### config.mk
export PLATFORM = sky130hd
export DESIGN_NAME = ro_puf_ctrl_flat
export DESIGN_NICKNAME = d
export VERILOG_FILES = /design/src/rtl/ro_puf_ctrl_pkg.sv /design/src/rtl/ro_puf_ctrl_if.sv /design/src/rtl/ro_puf_ctrl_edge_counter.sv /design/src/rtl/ro_puf_ctrl.sv /design/src/flat_wrapper.sv
export SDC_FILE = /design/constraint.sdc
export NUM_CORES = 1
export LEC_CHECK = 0
export CAP_MARGIN = 20
export CORE_MARGIN = 2
export CORE_UTILIZATION = 45
export DETAILED_ROUTE_END_ITERATION = 10
export PLACE_DENSITY = 0.69
export SYNTH_ARGS = -nofsm -noshare
export SYNTH_HDL_FRONTEND = slang
export SYNTH_SLANG_ARGS = --single-unit
### constraint.sdc
create_clock -name clk -period 5.3 [get_ports clk]
set_clock_uncertainty 0.15 [all_clocks]
set_input_delay 0.795 -clock clk [delete_from_list [all_inputs] [get_ports clk]]
set_output_delay 0.795 -clock clk [all_outputs]
set_load 0.1 [all_outputs]
### src/rtl/ro_puf_ctrl_pkg.sv
// Shared types for the ring-oscillator PUF controller: FSM state encoding
// and a width helper for index/timer registers.
package puf_pkg;

    typedef enum logic [2:0] {
        ST_IDLE    = 3'd0,
        ST_SETTLE  = 3'd1,
        ST_COUNT   = 3'd2,
        ST_COMPARE = 3'd3,
        ST_DONE    = 3'd4
    } puf_state_e;

    // Bits needed to hold the values 0 .. n-1, never less than one.
    function automatic int idx_w(input int n);
        return (n <= 2) ? 1 : $clog2(n);
    endfunction

endpackage

### src/rtl/ro_puf_ctrl_if.sv
// Request/response bus of ro_puf_ctrl. PUF_MARGIN_EN adds the unstable mask.
// start is a single-cycle request with no ready: it is taken only when busy
// is low, otherwise dropped; resp_valid is a single-cycle pulse, response/err
// (and unstable) stay stable until the next pulse.
interface ro_puf_ctrl_if #(
    parameter int SEL_W     = 5,
    parameter int RESP_BITS = 8
);
    logic                 start;
    logic [SEL_W-1:0]     chal_a;
    logic [SEL_W-1:0]     chal_b;
    logic                 ro_en;
    logic                 busy;
    logic                 resp_valid;
    logic [RESP_BITS-1:0] response;
    logic                 err;
`ifdef PUF_MARGIN_EN
    logic [RESP_BITS-1:0] unstable;

    modport master (output start, chal_a, chal_b,
                    input  ro_en, busy, resp_valid, response, err, unstable);
    modport slave  (input  start, chal_a, chal_b,
                    output ro_en, busy, resp_valid, response, err, unstable);
`else
    modport master (output start, chal_a, chal_b,
                    input  ro_en, busy, resp_valid, response, err);
    modport slave  (input  start, chal_a, chal_b,
                    output ro_en, busy, resp_valid, response, err);
`endif
endinterface

### src/rtl/ro_puf_ctrl_edge_counter.sv
// Saturating edge counter for one selected oscillator; fed with a
// one-cycle pulse per synchronised rising edge.
module ro_edge_counter #(
    parameter int CNT_W = 8
) (
    input  logic             clk,
    input  logic             rst_n,
    input  logic             osc_edge,
    input  logic             clear,
    input  logic             cnt_en,
    output logic [CNT_W-1:0] count
);

    always_ff @(posedge clk or negedge rst_n) begin
        if (!rst_n) begin
            count <= '0;
        end else if (clear) begin
            count <= '0;
        end else if (cnt_en && osc_edge && (count != '1)) begin
            count <= count + 1'b1;
        end
    end

endmodule

### src/rtl/ro_puf_ctrl.sv
// Ring-oscillator PUF measurement controller: per response bit, counts two
// challenge-selected oscillators over a fixed window and compares them.
// Optional macro PUF_MARGIN_EN adds parameter MARGIN and the unstable mask.
module ro_puf_ctrl
    import puf_pkg::*;
#(
    parameter int NUM_RO    = 32,
    parameter int SEL_W     = $clog2(NUM_RO),
    parameter int CNT_W     = 8,
    parameter int WINDOW    = 255,
    parameter int SETTLE    = 4,
    parameter int RESP_BITS = 8
`ifdef PUF_MARGIN_EN
    ,
    parameter int MARGIN    = 4
`endif
) (
    input  logic              clk,
    input  logic              rst_n,
    input  logic [NUM_RO-1:0] osc_in,
    ro_puf_ctrl_if.slave      bus,
    output puf_state_e        state_dbg
);

    localparam int TMR_W = idx_w((WINDOW > SETTLE) ? WINDOW : SETTLE);
    localparam int K_W   = idx_w(RESP_BITS);

    // A shorter settle would let edges from the previous pair leak into the window.
    if (SETTLE < 3) begin : g_bad_settle
        $error("ro_puf_ctrl: SETTLE must be at least 3");
    end
    if ((NUM_RO < 4) || ((NUM_RO & (NUM_RO - 1)) != 0)) begin : g_bad_num_ro
        $error("ro_puf_ctrl: NUM_RO must be a power of two and >= 4");
    end

    logic [1:0] rst_sync;
    logic       rst_int_n;

    always_ff @(posedge clk or negedge rst_n) begin
        if (!rst_n) rst_sync <= 2'b00;
        else        rst_sync <= {rst_sync[0], 1'b1};
    end
    assign rst_int_n = rst_sync[1];

    logic [NUM_RO-1:0] sync1, sync2, sync3;

    always_ff @(posedge clk or negedge rst_int_n) begin
        if (!rst_int_n) begin
            sync1 <= '0;
            sync2 <= '0;
            sync3 <= '0;
        end else begin
            sync1 <= osc_in;
            sync2 <= sync1;
            sync3 <= sync2;
        end
    end

    puf_state_e           state, next_state;
    logic [TMR_W-1:0]     timer;
    logic [K_W-1:0]       k;
    logic [SEL_W-1:0]     chal_a_q, chal_b_q, idx_a, idx_b;
    logic [CNT_W-1:0]     cnt_a, cnt_b;
    logic [RESP_BITS-1:0] shadow;
    logic                 err_acc;
    logic                 edge_a, edge_b, same_pair, cmp_bit;
    logic                 ro_en, busy, cnt_clear, cnt_en;

    // Pair index wraps naturally in SEL_W bits.
    assign idx_a     = chal_a_q + SEL_W'(k);
    assign idx_b     = chal_b_q + SEL_W'(k);
    assign edge_a    = sync2[idx_a] & ~sync3[idx_a];
    assign edge_b    = sync2[idx_b] & ~sync3[idx_b];
    assign same_pair = (idx_a == idx_b);
    assign cmp_bit   = !same_pair && (cnt_a > cnt_b);

    ro_edge_counter #(.CNT_W(CNT_W)) u_cnt_a (
        .clk(clk), .rst_n(rst_int_n), .osc_edge(edge_a),
        .clear(cnt_clear), .cnt_en(cnt_en), .count(cnt_a)
    );
    ro_edge_counter #(.CNT_W(CNT_W)) u_cnt_b (
        .clk(clk), .rst_n(rst_int_n), .osc_edge(edge_b),
        .clear(cnt_clear), .cnt_en(cnt_en), .count(cnt_b)
    );

    always_ff @(posedge clk or negedge rst_int_n) begin
        if (!rst_int_n) state <= ST_IDLE;
        else            state <= next_state;
    end

    always_comb begin
        next_state = state;
        case (state)
            ST_IDLE:    if (bus.start) next_state = ST_SETTLE;
            ST_SETTLE:  if (timer == TMR_W'(SETTLE - 1)) next_state = ST_COUNT;
            ST_COUNT:   if (timer == TMR_W'(WINDOW - 1)) next_state = ST_COMPARE;
            ST_COMPARE: next_state = (k == K_W'(RESP_BITS - 1)) ? ST_DONE : ST_SETTLE;
            ST_DONE:    next_state = ST_IDLE;
            default:    next_state = ST_IDLE;
        endcase
    end

    always_comb begin
        ro_en     = 1'b0;
        busy      = 1'b0;
        cnt_clear = 1'b0;
        cnt_en    = 1'b0;
        case (state)
            ST_SETTLE:  begin ro_en = 1'b1; busy = 1'b1; cnt_clear = 1'b1; end
            ST_COUNT:   begin ro_en = 1'b1; busy = 1'b1; cnt_en = 1'b1; end
            ST_COMPARE: begin ro_en = 1'b1; busy = 1'b1; end
            ST_DONE:    busy = 1'b1;
            default:    ;
        endcase
    end

    assign bus.ro_en = ro_en;
    assign bus.busy  = busy;
    assign state_dbg = state;

`ifdef PUF_MARGIN_EN
    logic [RESP_BITS-1:0] unst_shadow;
    logic [CNT_W-1:0]     diff;
    logic                 unst_bit;

    assign diff     = (cnt_a > cnt_b) ? (cnt_a - cnt_b) : (cnt_b - cnt_a);
    assign unst_bit = (32'(diff) < 32'(MARGIN));

    always_ff @(posedge clk or negedge rst_int_n) begin
        if (!rst_int_n) begin
            unst_shadow  <= '0;
            bus.unstable <= '0;
        end else if (state == ST_COMPARE) begin
            unst_shadow  <= {unst_bit, unst_shadow} >> 1;
        end else if (state == ST_DONE) begin
            bus.unstable <= unst_shadow;
        end
    end
`endif

    always_ff @(posedge clk or negedge rst_int_n) begin
        if (!rst_int_n) begin
            timer          <= '0;
            k              <= '0;
            chal_a_q       <= '0;
            chal_b_q       <= '0;
            shadow         <= '0;
            err_acc        <= 1'b0;
            bus.response   <= '0;
            bus.err        <= 1'b0;
            bus.resp_valid <= 1'b0;
        end else begin
            bus.resp_valid <= 1'b0;
            timer          <= (next_state != state) ? '0 : timer + 1'b1;
            case (state)
                ST_IDLE: if (bus.start) begin
                    chal_a_q <= bus.chal_a;
                    chal_b_q <= bus.chal_b;
                    k        <= '0;
                    err_acc  <= 1'b0;
                    shadow   <= '0;
                end
                ST_COMPARE: begin
                    // LSB-first: after RESP_BITS shifts the first pair sits in bit 0.
                    shadow  <= RESP_BITS'({cmp_bit, shadow} >> 1);
                    err_acc <= err_acc | same_pair;
                    k       <= k + 1'b1;
                end
                ST_DONE: begin
                    bus.response   <= shadow;
                    bus.err        <= err_acc;
                    bus.resp_valid <= 1'b1;
                    k              <= '0;
                    err_acc        <= 1'b0;
                end
                default: ;
            endcase
        end
    end

endmodule
### src/flat_wrapper.sv
// flat-port wrapper written by rule: the top's interface ports become plain ports
module ro_puf_ctrl_flat import puf_pkg::*;
#(
    parameter int NUM_RO    = 32,
    parameter int SEL_W     = $clog2(NUM_RO),
    parameter int CNT_W     = 8,
    parameter int WINDOW    = 255,
    parameter int SETTLE    = 4,
    parameter int RESP_BITS = 8

)
  (clk, rst_n, osc_in, state_dbg, bus_start, bus_chal_a, bus_chal_b, bus_ro_en, bus_busy, bus_resp_valid, bus_response, bus_err);
  ro_puf_ctrl_if #(.SEL_W(SEL_W), .RESP_BITS(RESP_BITS)) bus_i ();
  input  logic clk;
  input  logic rst_n;
  input  logic [NUM_RO-1:0] osc_in;
  output puf_state_e state_dbg;
  input wire logic [$bits(bus_i.start)-1:0] bus_start;
  input wire logic [$bits(bus_i.chal_a)-1:0] bus_chal_a;
  input wire logic [$bits(bus_i.chal_b)-1:0] bus_chal_b;
  output wire logic [$bits(bus_i.ro_en)-1:0] bus_ro_en;
  output wire logic [$bits(bus_i.busy)-1:0] bus_busy;
  output wire logic [$bits(bus_i.resp_valid)-1:0] bus_resp_valid;
  output wire logic [$bits(bus_i.response)-1:0] bus_response;
  output wire logic [$bits(bus_i.err)-1:0] bus_err;
  assign bus_i.start = bus_start;
  assign bus_i.chal_a = bus_chal_a;
  assign bus_i.chal_b = bus_chal_b;
  assign bus_ro_en = bus_i.ro_en;
  assign bus_busy = bus_i.busy;
  assign bus_resp_valid = bus_i.resp_valid;
  assign bus_response = bus_i.response;
  assign bus_err = bus_i.err;
  ro_puf_ctrl #(.NUM_RO(NUM_RO), .SEL_W(SEL_W), .CNT_W(CNT_W), .WINDOW(WINDOW), .SETTLE(SETTLE), .RESP_BITS(RESP_BITS)) u_core (.clk(clk), .rst_n(rst_n), .osc_in(osc_in), .bus(bus_i), .state_dbg(state_dbg));
endmodule
==> results of run 1 <==
[where the power goes]
part,internal [mW],switching [mW]
clock network,0.725,0.508
logic,0.139,0.138
registers,1.28,0.0620
[synth_stat cells (2+ instances only)]
| cell type | count | area [µm²] |
|---|---|---|
| mux2_2 | 21 | 236 |
| o211ai_1 | 2 | 15.0 |
| inv_1 | 20 | 75.1 |
| mux2i_1 | 10 | 100 |
| nor3b_1 | 15 | 113 |
| o21ai_0 | 17 | 85.1 |
| nand3_1 | 8 | 40.0 |
| nand4_1 | 4 | 25.0 |
| a32oi_1 | 2 | 17.5 |
| nand2_1 | 29 | 109 |
| a22o_1 | 8 | 70.1 |
| xor2_1 | 10 | 87.6 |
| o2111a_1 | 2 | 22.5 |
| or2b_2 | 4 | 35.0 |
| dfrtp_1 | 157 | 3930 |
| o41ai_1 | 2 | 17.5 |
| nand2b_1 | 11 | 68.8 |
| a31oi_1 | 5 | 31.3 |
| fa_1 | 2 | 40.0 |
| a21bo_2 | 2 | 20.0 |
| nand3b_1 | 10 | 75.1 |
| o31ai_1 | 3 | 22.5 |
| mux4_2 | 2 | 45.0 |
| ha_1 | 20 | 250 |
| nor2b_1 | 11 | 68.8 |
| clkbuf_1 | 8 | 30.0 |
| nor3_1 | 4 | 20.0 |
| nor2_1 | 22 | 82.6 |
| and3_1 | 8 | 50.1 |
| xnor2_1 | 10 | 87.6 |
| a21oi_1 | 15 | 75.1 |
| xor2_2 | 2 | 32.5 |
| mux4_1 | 6 | 158 |
| and2_1 | 2 | 12.5 |
| a21o_1 | 5 | 37.5 |
| buf_6 | 5 | 56.3 |
| a31o_2 | 2 | 17.5 |
[cell type report]
| type | count | area (µm²) |
|---|---|---|
| sequential | 157 | 3930 |
| inverter | 20 | 75.1 |
| tap | 180 | 225 |
| multi-input combinational | 301 | 2380 |
| clock buffer | 18 | 439 |
| timing repair buffer | 63 | 618 |
| clock inverter | 14 | 174 |
| fill | 1131 | 6140 |
[final timing paths]
kind,to,slack (ns),depth (start not counted)
worst max-delay path,u_core.u_cnt_a.count[2],0.98,9
worst min register to register,u_core.sync1[12],0.02,0
worst min-delay path,u_core.sync1[12],0.02,0
worst max register to register,u_core.u_cnt_a.count[2],0.98,9
max in group asynchronous,u_core.chal_b_q[2],3.76,1
min in group clk,u_core.sync2[20],0.19,0
[layer usage]
layer	GRT usage, %	wire length (µm)	vias up
met1	20.4	5190	1964
met2	24.2	5490	75
met5	0	0	-
li1	-	-	1890
met4	5.95	77	0
met3	4.51	441	7
[cell families (layout without fill, tap and decap cells)]
family | Yosys count | count (layout) | synth area share, %
AO/OA/AOI/OAI | 80 | 80 | 8.76
XOR/XNOR | 22 | 22 | 3.19
adder cells (fa/ha/maj) | 22 | 22 | 4.46
buffers and inverters | 36 | 115 | 3.07
flip-flops | 157 | 157 | 60.3
multiplexers | 39 | 39 | 8.28
other | 1 | 1 | 0.0576
AND/OR/NAND/NOR | 137 | 137 | 11.9
[state kept, by name, summed over array words and instances, names as in the netlist, 2 cells and up]
| name | count |
|---|---|
| u_core.bus.response | 8 |
| u_core.chal_a_q | 5 |
| u_core.chal_b_q | 5 |
| u_core.k | 3 |
| u_core.rst_sync | 2 |
| u_core.shadow | 8 |
| u_core.state_dbg | 3 |
| u_core.sync1 | 32 |
| u_core.sync2 | 32 |
| u_core.sync3 | 32 |
| u_core.timer | 8 |
| u_core.u_cnt_a.count | 8 |
| u_core.u_cnt_b.count | 8 |
[through the flow]
stage               hold WS [ns]  utilization [%]
floorplan                  0.181                -
global placement          0.0170             51.7
detailed placement        0.0234             51.7
CTS                       0.0290             56.1
global route              0.0447             56.1
finish                    0.0232             56.1
[layout by cell type (no fill, tap or decap), drive strengths merged, types with 11 or more instances in the layout]
cell type and n:
xor2 12, clkbuf 18, nor2b 11, clkdlybuf4s50 59
nand2b 11, ha 20, dfrtp 157, nor3b 15
mux2 21, o21ai 17, inv 27, nand2 29
nor2 22, a21oi 15
[critical path, stage by stage, from the launching register on]
cell,delay (ns)
dfrtp_1,0.44
ha_1,0.21
inv_1,0.06
fa_1,1.06
mux4_2,0.59
mux2i_1,0.21
mux2i_1,0.12
a211oi_2,0.84
mux2_2,0.41
mux2i_1,0.14
==> metrics.cfg, run 1 <==
[placed_design]
place_ws_ns = 0.994
dp.cells = 721
dp_hpwl_um = 7790
gp_congestion = 0.853
dpl_cell_area_um2 = 7230
numPortBuffers = 59

[clock_network]
cts-resized-gates = 0
cts_sinks = 157
cts_hold_buf = 0
cts_tree = built
cts_buffer_depth = 2
cts.clk_slew.worst_paths_ns = 0.06
numCtsBuffers = 17
root_buffer = clkbuf_16
cts_setup_buffers = 0
cts-htree-levels = 4
clock_latency_ns = 0.42

[worst_setup_path]
cp_data_arrival_time_ns = 4.51
r2r-start = u_core.k[0]
path_max_fanout = 25
cp.required_ns = 5.49
crit_path_start_kind = flop
endpoint_kind = flop
crit_start = u_core.k[0]
setup.worst_path.class = reg2reg

[detailed_routing]
vias_per_cell = 5.23
dr.pass1.iters = 4
routed_wl_um = 11200
dr_total_vias = 3936
ant_nets = 0
wl_per_cell_um = 14.9
drt-initial-drc-count = 292
drc_errors = 0

[yosys]
async_flop_share_pct = 100
syn-cell-area_um2 = 6510
yosys_warnings = 0
synth.avg_cell_area_um2 = 13.2
postSynthRegisterBits = 157
postSynthCellCount = 494
ys.flop_type = dfrtp_1
yosysUniqueCellTypes = 65
synth_nets = 561
yosysSeqAreaShare_pct = 60.3
synth_edf_count = 0

[sta]
hold_viol_final = 0
finalSetupViolCount = 0
max_freq_mhz = 232
min_period_ns = 4.32
tns_ns = 0
rsz0062_at_grt = false
slew_viol_final = 0
fin_crit_sh_pct = 81.4
worst_pin_slew_ns = 0.971
finalWorstSetupSlack_ns = 0.984
slew_headroom_pct = 35.1

[min_path]
hold_path.class = reg2async

[floorplan]
io_pins = 60
die_x_um = 124
coreArea_um2 = 14000
core.rowCount = 43
initial_core_util_pct = 46.6
die-area_um2 = 15500
dieHeight_um = 124

[layout]
syn_to_final_growth_pct = 20.5
design_area_um2 = 7850
drive_gt1_share_pct = 13.1
fin_nets = 627
diodes = 0
stdcell_count = 753

[power]
p_leak_nw = 3.54
report.power.total_mw = 2.86
p_per_area_nw_per_um2 = 364
ir_drop_mv = 0.341

[grt]
antenna_found_initial = 0
grt_pass1_vias = 4029
grt_overflow = 0
grt_first_pass_wirelength_um = 19300
grt_max_degree = 81
grtUsageTotal_pct = 15.4

[job]
maxCapViolCount = 0

[status]
outcome = completed

Note: power is estimated with default switching activity, not from simulation.
==> run 2: changes to the inputs <==
- PLACE_DENSITY: 0.69 -> 0.71
- clock period: 5.3 -> 3.72 ns (I/O delays scaled with it)
==> run 2 against run 1 <==
Clock-buffer cell count is the same. Register-to-register slack lost 0.81 ns. Critical path depth grew 2. Fmax grew 22%. Non-clock buffer count grew 8. Worst setup slack lost 0.81 ns. First-iteration DRC count shrank 37%. Utilization grew 0.36 points. Global-route usage grew 0.20 points. Sequential cell count is the same. Cell area grew 0.64%. Combinational power grew 42%.
==> metrics.cfg, run 2 (synthesis results as in run 1) <==
[clock_network]
cts_tree = built  ; unchanged
root_buffer = clkbuf_16  ; unchanged
cts_sinks = 157  ; unchanged
cts.clk_slew.worst_paths_ns = 0.06  ; about the same
cts_buffer_depth = 2  ; unchanged
cts-htree-levels = 4  ; unchanged
numCtsBuffers = 17  ; unchanged
cts_hold_buf = 0  ; unchanged
clock_latency_ns = 0.42  ; about the same

[layout]
drive_gt1_share_pct = 15.1  ; was 13.1%
layout_commonest_cell = dfrtp_1  ; unchanged
diodes = 0  ; unchanged
fin_nets = 635  ; was 627
stdcell_count = 761  ; was 753
top_regs = u_core.sync1 (32), u_core.sync2 (32), u_core.sync3 (32)  ; unchanged
final_cell_mix = dfrtp_1, clkdlybuf4s50_1, nand2_1, nor2_1, mux2_2  ; unchanged
syn_to_final_growth_pct = 21.3  ; was 20.5%
fillers = 1131  ; unchanged

[placed_design]
gp_congestion = 0.846  ; was 0.853
dp.cells = 726  ; was 721
numPortBuffers = 59  ; unchanged
place_ws_ns = 0.0892  ; was 0.994 ns
dp_hpwl_um = 7940  ; was 7790 µm

[sta]
worst_pin_slew_ns = 0.971  ; about the same
fin_crit_sh_pct = 95.2  ; was 81.4%
hold_viol_final = 0  ; unchanged
max_freq_mhz = 282  ; was 232 MHz
tns_ns = 0  ; unchanged
slew_headroom_pct = 35.1  ; about the same
min_period_ns = 3.54  ; was 4.32 ns
finalWorstSetupSlack_ns = 0.177  ; was 0.984 ns
rsz0062_at_grt = false  ; unchanged
finalSetupViolCount = 0  ; unchanged
slew_viol_final = 0  ; unchanged
whs_ns = 0.146  ; was 0.0232 ns

[floorplan]
initial_core_util_pct = 46.6  ; unchanged
dieHeight_um = 124  ; unchanged
die_x_um = 124  ; unchanged
die-area_um2 = 15500  ; unchanged
io_pins = 60  ; unchanged
coreArea_um2 = 14000  ; unchanged
core.rowCount = 43  ; unchanged

[power]
p_leak_nw = 3.58  ; was 3.54 nW
ir_drop_mv = 0.376  ; was 0.341 mV
p_per_area_nw_per_um2 = 510  ; was 364 nW/µm²

[worst_setup_path]
path_max_fanout = 11  ; was 25
cp.required_ns = 3.90  ; was 5.49 ns
crit_path_start_kind = flop  ; unchanged
cp_data_arrival_time_ns = 3.72  ; was 4.51 ns
r2r_slack_ns = 0.18  ; was 0.98 ns
setup.worst_path.class = reg2reg  ; unchanged
endpoint_kind = flop  ; unchanged

[detailed_routing]
wl_per_cell_um = 14.9  ; about the same
vias_per_cell = 5.17  ; was 5.23
dr_total_vias = 3933  ; was 3936
ant_nets = 0  ; unchanged
routed_wl_um = 11300  ; was 11200 µm
drt-initial-drc-count = 185  ; was 292
drc_errors = 0  ; unchanged
dr.pass1.iters = 4  ; unchanged

[grt]
grt_pass1_vias = 4001  ; was 4029
grt_first_pass_wirelength_um = 19300  ; about the same
grt_overflow = 0  ; unchanged
grt_max_degree = 88  ; was 81
grtUsageTotal_pct = 15.6  ; was 15.4%
antenna_found_initial = 0  ; unchanged

[min_path]
hold_path.class = in2async  ; was reg2async

[status]
outcome = completed  ; unchanged

[job]
maxCapViolCount = 0  ; unchanged

-- run 2: through the flow --
step | power, mW | instance area [µm²] | util [%]
3_5_place_dp | 2.35 | 7280 | 52.0
6_report | 4.03 | 7900 | 56.5
4_1_cts | 4.08 | 7870 | 56.3
2_1_floorplan | 2.21 | 6510 | -
5_1_grt | 4.23 | 7900 | 56.5
3_3_place_gp | 2.32 | 7280 | 52.0
-- run 2: worst max-delay path, cell delays in order (launching register included) --
cell      delay, ns
dfrtp_1        0.46
ha_1           0.23
inv_1          0.07
fa_2           0.53
buf_4          0.21
nor3b_1        0.23
a31oi_1        0.07
mux4_1         0.54
nand3_1        0.11
o2111a_2       0.33
mux2_2         0.36
o21ai_0        0.18
-- run 2: path summary, 6_finish.rpt --
check	from	to	cells past startpoint
max in group asynchronous	u_core.rst_sync[1]	u_core.sync2[16]	1
min in group clk	u_core.sync1[27]	u_core.sync2[27]	0
worst min register to register	u_core.sync1[27]	u_core.sync2[27]	0
worst max-delay path	u_core.k[0]	u_core.u_cnt_b.count[4]	11
worst min-delay path	rst_n	u_core.rst_sync[0]	1
worst max register to register	u_core.k[0]	u_core.u_cnt_b.count[4]	11
-- run 2: final cells by class --
| class | instances | area [µm²] | area share (%) |
|---|---|---|---|
| Clock inverter | 14 | 156 | 1.98 |
| Sequential cell | 157 | 3930 | 49.8 |
| Tap cell | 180 | 225 | 2.85 |
| Clock buffer | 18 | 439 | 5.56 |
| Inverter | 20 | 75.1 | 0.951 |
| Multi-Input combinational cell | 301 | 2390 | 30.2 |
| Timing Repair Buffer | 71 | 683 | 8.65 |
-- run 2: report_power, final --
group	internal, mW	switching (mW)	total [mW]
Clock	1.02	0.689	1.71
Sequential	1.83	0.0998	1.93
Combinational	0.204	0.189	0.392
Total	3.05	0.978	4.03
-- run 2: what timing repair did --
item                                    CTS  global route
endpoints found under the setup margin    0             3
buffers inserted                          0             2
gates resized for setup                   0             1
-- run 2: routing by layer --
layer / vias to the layer above / global-route usage [%] / wire [µm]
met5: - / 0 / 0
met4: 0 / 7.93 / 214
met3: 22 / 3.44 / 495
met2: 89 / 25.3 / 5620
met1: 1913 / 19.9 / 4970
li1: 1909 / - / -
==> run 3: changes to the inputs <==
- GPL_TIMING_DRIVEN: default -> 0
- PLACE_DENSITY: 0.71 -> 0.69
- clock period: 3.72 -> 3.5 ns (I/O delays scaled with it)
==> run 3 against run 2 <==
Wire length up 2.7%. Worst hold slack got worse by 0.10 ns. Global-route usage grew 0.77 points. Utilization grew 1.2 points. Combinational power up 13%. Non-clock buffer count grew 11. Clock-buffer cell count rose by 3.
==> metrics.cfg, run 3 (synthesis results as in run 1) <==
[detailed_routing]
wl_met3_um = 449  ; was 495 µm
drt-initial-drc-count = 306  ; was 185
top_layer = met4  ; unchanged
met1Wirelength_um = 5070  ; was 4970 µm
routed_wl_um = 11600  ; was 11300 µm
drc_errors = 0  ; unchanged
dr_total_vias = 3989  ; was 3933
wl_per_cell_um = 15.0  ; was 14.9 µm
vias_per_cell = 5.17  ; about the same
ant_nets = 0  ; unchanged
dr.pass1.iters = 4  ; unchanged
wl_met2_um = 5930  ; was 5620 µm

[power]
power.share.switching_pct = 24.4  ; was 24.3%
pwr-share-comb_pct = 10.6  ; was 9.7%
p_int_mw = 3.17  ; was 3.05 mW
p_leak_nw = 3.62  ; was 3.58 nW
ir_drop_mv = 0.448  ; was 0.376 mV
clkPwrFrac_pct = 40.8  ; was 42.4%
p_per_area_nw_per_um2 = 520  ; was 510 nW/µm²
p_seq_share_pct = 48.6  ; was 47.9%
p_switching_mw = 1.02  ; was 0.978 mW

[worst_setup_path]
cp_cell_sequence = ha_2 -> inv_1 -> fa_2 -> buf_6 -> buf_4 -> nand3b_1 -> o21ai_0 -> mux4_2 -> o31a_2 -> o2111a_2 -> buf_6 -> a311o_1 -> o41ai_2  ; was ha_1 -> inv_1 -> fa_2 -> buf_4 -> nor3b_1 -> a31oi_1 -> mux4_1 -> nand3_1 -> o2111a_2 -> mux2_2 -> o21ai_0
endpoint_kind = flop  ; unchanged
crit_path_frequent_cell = buf_6
r2r_end = u_core.u_cnt_b.count[5]  ; was u_core.u_cnt_b.count[4]
max_stage_delay_ns = 0.49  ; was 0.54 ns
cp_data_arrival_time_ns = 3.61  ; was 3.72 ns
r2r_slack_ns = 0.05  ; was 0.18 ns
path_max_fanout = 10  ; was 11
worstRegToRegCells = 13  ; was 11
crit_path_start_kind = flop  ; unchanged
setup.worst_path.class = reg2reg  ; unchanged
slowest_stage = mux4_2  ; was mux4_1
cp.required_ns = 3.66  ; was 3.90 ns
r2r-start = u_core.k[0]  ; unchanged

[grt]
grtUsageTotal_pct = 16.4  ; was 15.6%
antenna_found_initial = 0  ; unchanged
grt_pass1_vias = 4226  ; was 4001
grt_first_pass_wirelength_um = 20100  ; was 19300 µm
grt_overflow = 0  ; unchanged
grt_max_degree = 79  ; was 88

[min_path]
hold_path.class = reg2async  ; was in2async

[layout]
stdcell_count = 772  ; was 761
top_regs = u_core.sync1 (32), u_core.sync2 (32), u_core.sync3 (32)  ; unchanged
diodes = 0  ; unchanged
drive_gt1_share_pct = 16.7  ; was 15.1%
final_cell_mix = dfrtp_1, clkdlybuf4s50_1, nand2_1, nor2_1, mux2_2  ; unchanged
fin_nets = 646  ; was 635
layout_commonest_cell = dfrtp_1  ; unchanged
syn_to_final_growth_pct = 23.9  ; was 21.3%

[clock_network]
cts_buffer_depth = 2  ; unchanged
clock_latency_ns = 0.42  ; about the same
numCtsBuffers = 17  ; unchanged
cts_hold_buf = 0  ; unchanged
root_buffer = clkbuf_16  ; unchanged
cts.clk_slew.worst_paths_ns = 0.06  ; about the same
cts_sinks = 157  ; unchanged
cts_tree = built  ; unchanged
cts-htree-levels = 4  ; unchanged

[floorplan]
die_x_um = 124  ; unchanged
dieHeight_um = 124  ; unchanged
coreArea_um2 = 14000  ; unchanged
core.rowCount = 43  ; unchanged
io_pins = 60  ; unchanged
die-area_um2 = 15500  ; unchanged
initial_core_util_pct = 46.6  ; unchanged

[placed_design]
gp_congestion = 0.815  ; was 0.846
dp.cells = 736  ; was 726
place_ws_ns = -0.304  ; was 0.0892 ns
dp_hpwl_um = 8200  ; was 7940 µm
numPortBuffers = 59  ; unchanged

[sta]
finalSetupViolCount = 0  ; unchanged
whs_ns = 0.0447  ; was 0.146 ns
worst_pin_slew_ns = 0.974  ; was 0.971 ns
hold_viol_final = 0  ; unchanged
finalWorstSetupSlack_ns = 0.0529  ; was 0.177 ns
tns_ns = 0  ; unchanged
min_period_ns = 3.45  ; was 3.54 ns
slew_headroom_pct = 34.9  ; was 35.1%
fin_crit_sh_pct = 98.5  ; was 95.2%
slew_viol_final = 0  ; unchanged
max_freq_mhz = 290  ; was 282 MHz

[status]
outcome = completed  ; unchanged

[job]
maxCapViolCount = 0  ; unchanged

run 3: changes by cell type in the layout (fill, tap and decap cells not counted), sizes merged:
cell and delta:
clkbuf +9, buf +1, clkinv -2, clkinvlp +2
bufinv -1, clkdlybuf4s50 +4, inv -2
run 3: worst max path at each step:
stage	endpoint	slack, ns	startpoint	cells after the start
finish	u_core.u_cnt_b.count[5]	0.05	u_core.k[0]	13
floorplan	bus_ro_en	0.28	u_core.state_dbg[1]	3
global placement	u_core.u_cnt_a.count[2]	-0.28	u_core.k[0]	11
CTS	u_core.u_cnt_b.count[5]	0.01	u_core.k[0]	12
global route	u_core.u_cnt_b.count[5]	-0.02	u_core.k[0]	13
detailed placement	u_core.u_cnt_a.count[2]	-0.30	u_core.k[0]	12
run 3: area by class of cell:
| class | count | area, µm² |
|---|---|---|
| Fill cell | 1127 | 5920 |
| Sequential cell | 157 | 3940 |
| Multi-Input combinational cell | 301 | 2460 |
| Timing Repair Buffer | 66 | 683 |
| Clock buffer | 21 | 450 |
| Tap cell | 180 | 225 |
| Buffer | 16 | 130 |
| Clock inverter | 11 | 109 |
| Inverter | 20 | 75.1 |
run 3: power by group through the flow:
stage	clock [mW]	combinational, mW	sequential (mW)
after floorplan	0	0.281	2.06
after global placement	0	0.373	2.09
after detailed placement	0	0.438	2.07
after CTS	1.77	0.449	2.04
after global routing	1.85	0.510	2.06
final	1.71	0.443	2.04
run 3: what timing repair did:
| item | CTS | global route |
|---|---|---|
| gates resized for setup | 6 | 15 |
| gates cloned | 0 | 0 |
| buffers inserted | 1 | 3 |
| setup endpoints to repair | 10 | 13 |
| pin swaps | 1 | 2 |
run 3: through the flow:
stage          cell area, µm²  util, %  power (mW)
2_1_floorplan            6520        -        2.34
3_3_place_gp             7340     52.5        2.46
3_5_place_dp             7400     52.9        2.51
4_1_cts                  8000     57.2        4.26
5_1_grt                  8070     57.7        4.42
6_report                 8070     57.7        4.19
run 3: routing by layer:
layer	vias to the layer above	GRT usage, %
li1	1925	-
met1	1954	20.0
met2	95	27.0
met3	15	4.94
met4	0	7.47
met5	-	0
run 3: critical path: cells and delay by family (launching register included):
| family | cells | cell delay, ns |
|---|---|---|
| DFF | 1 | 0.44 |
| and+or+nand+nor | 1 | 0.08 |
| muxes | 1 | 0.49 |
| adders and majority gates | 2 | 0.65 |
| AOI/OAI and AO/OA | 5 | 1.02 |
| buffers and inverters | 4 | 0.53 |
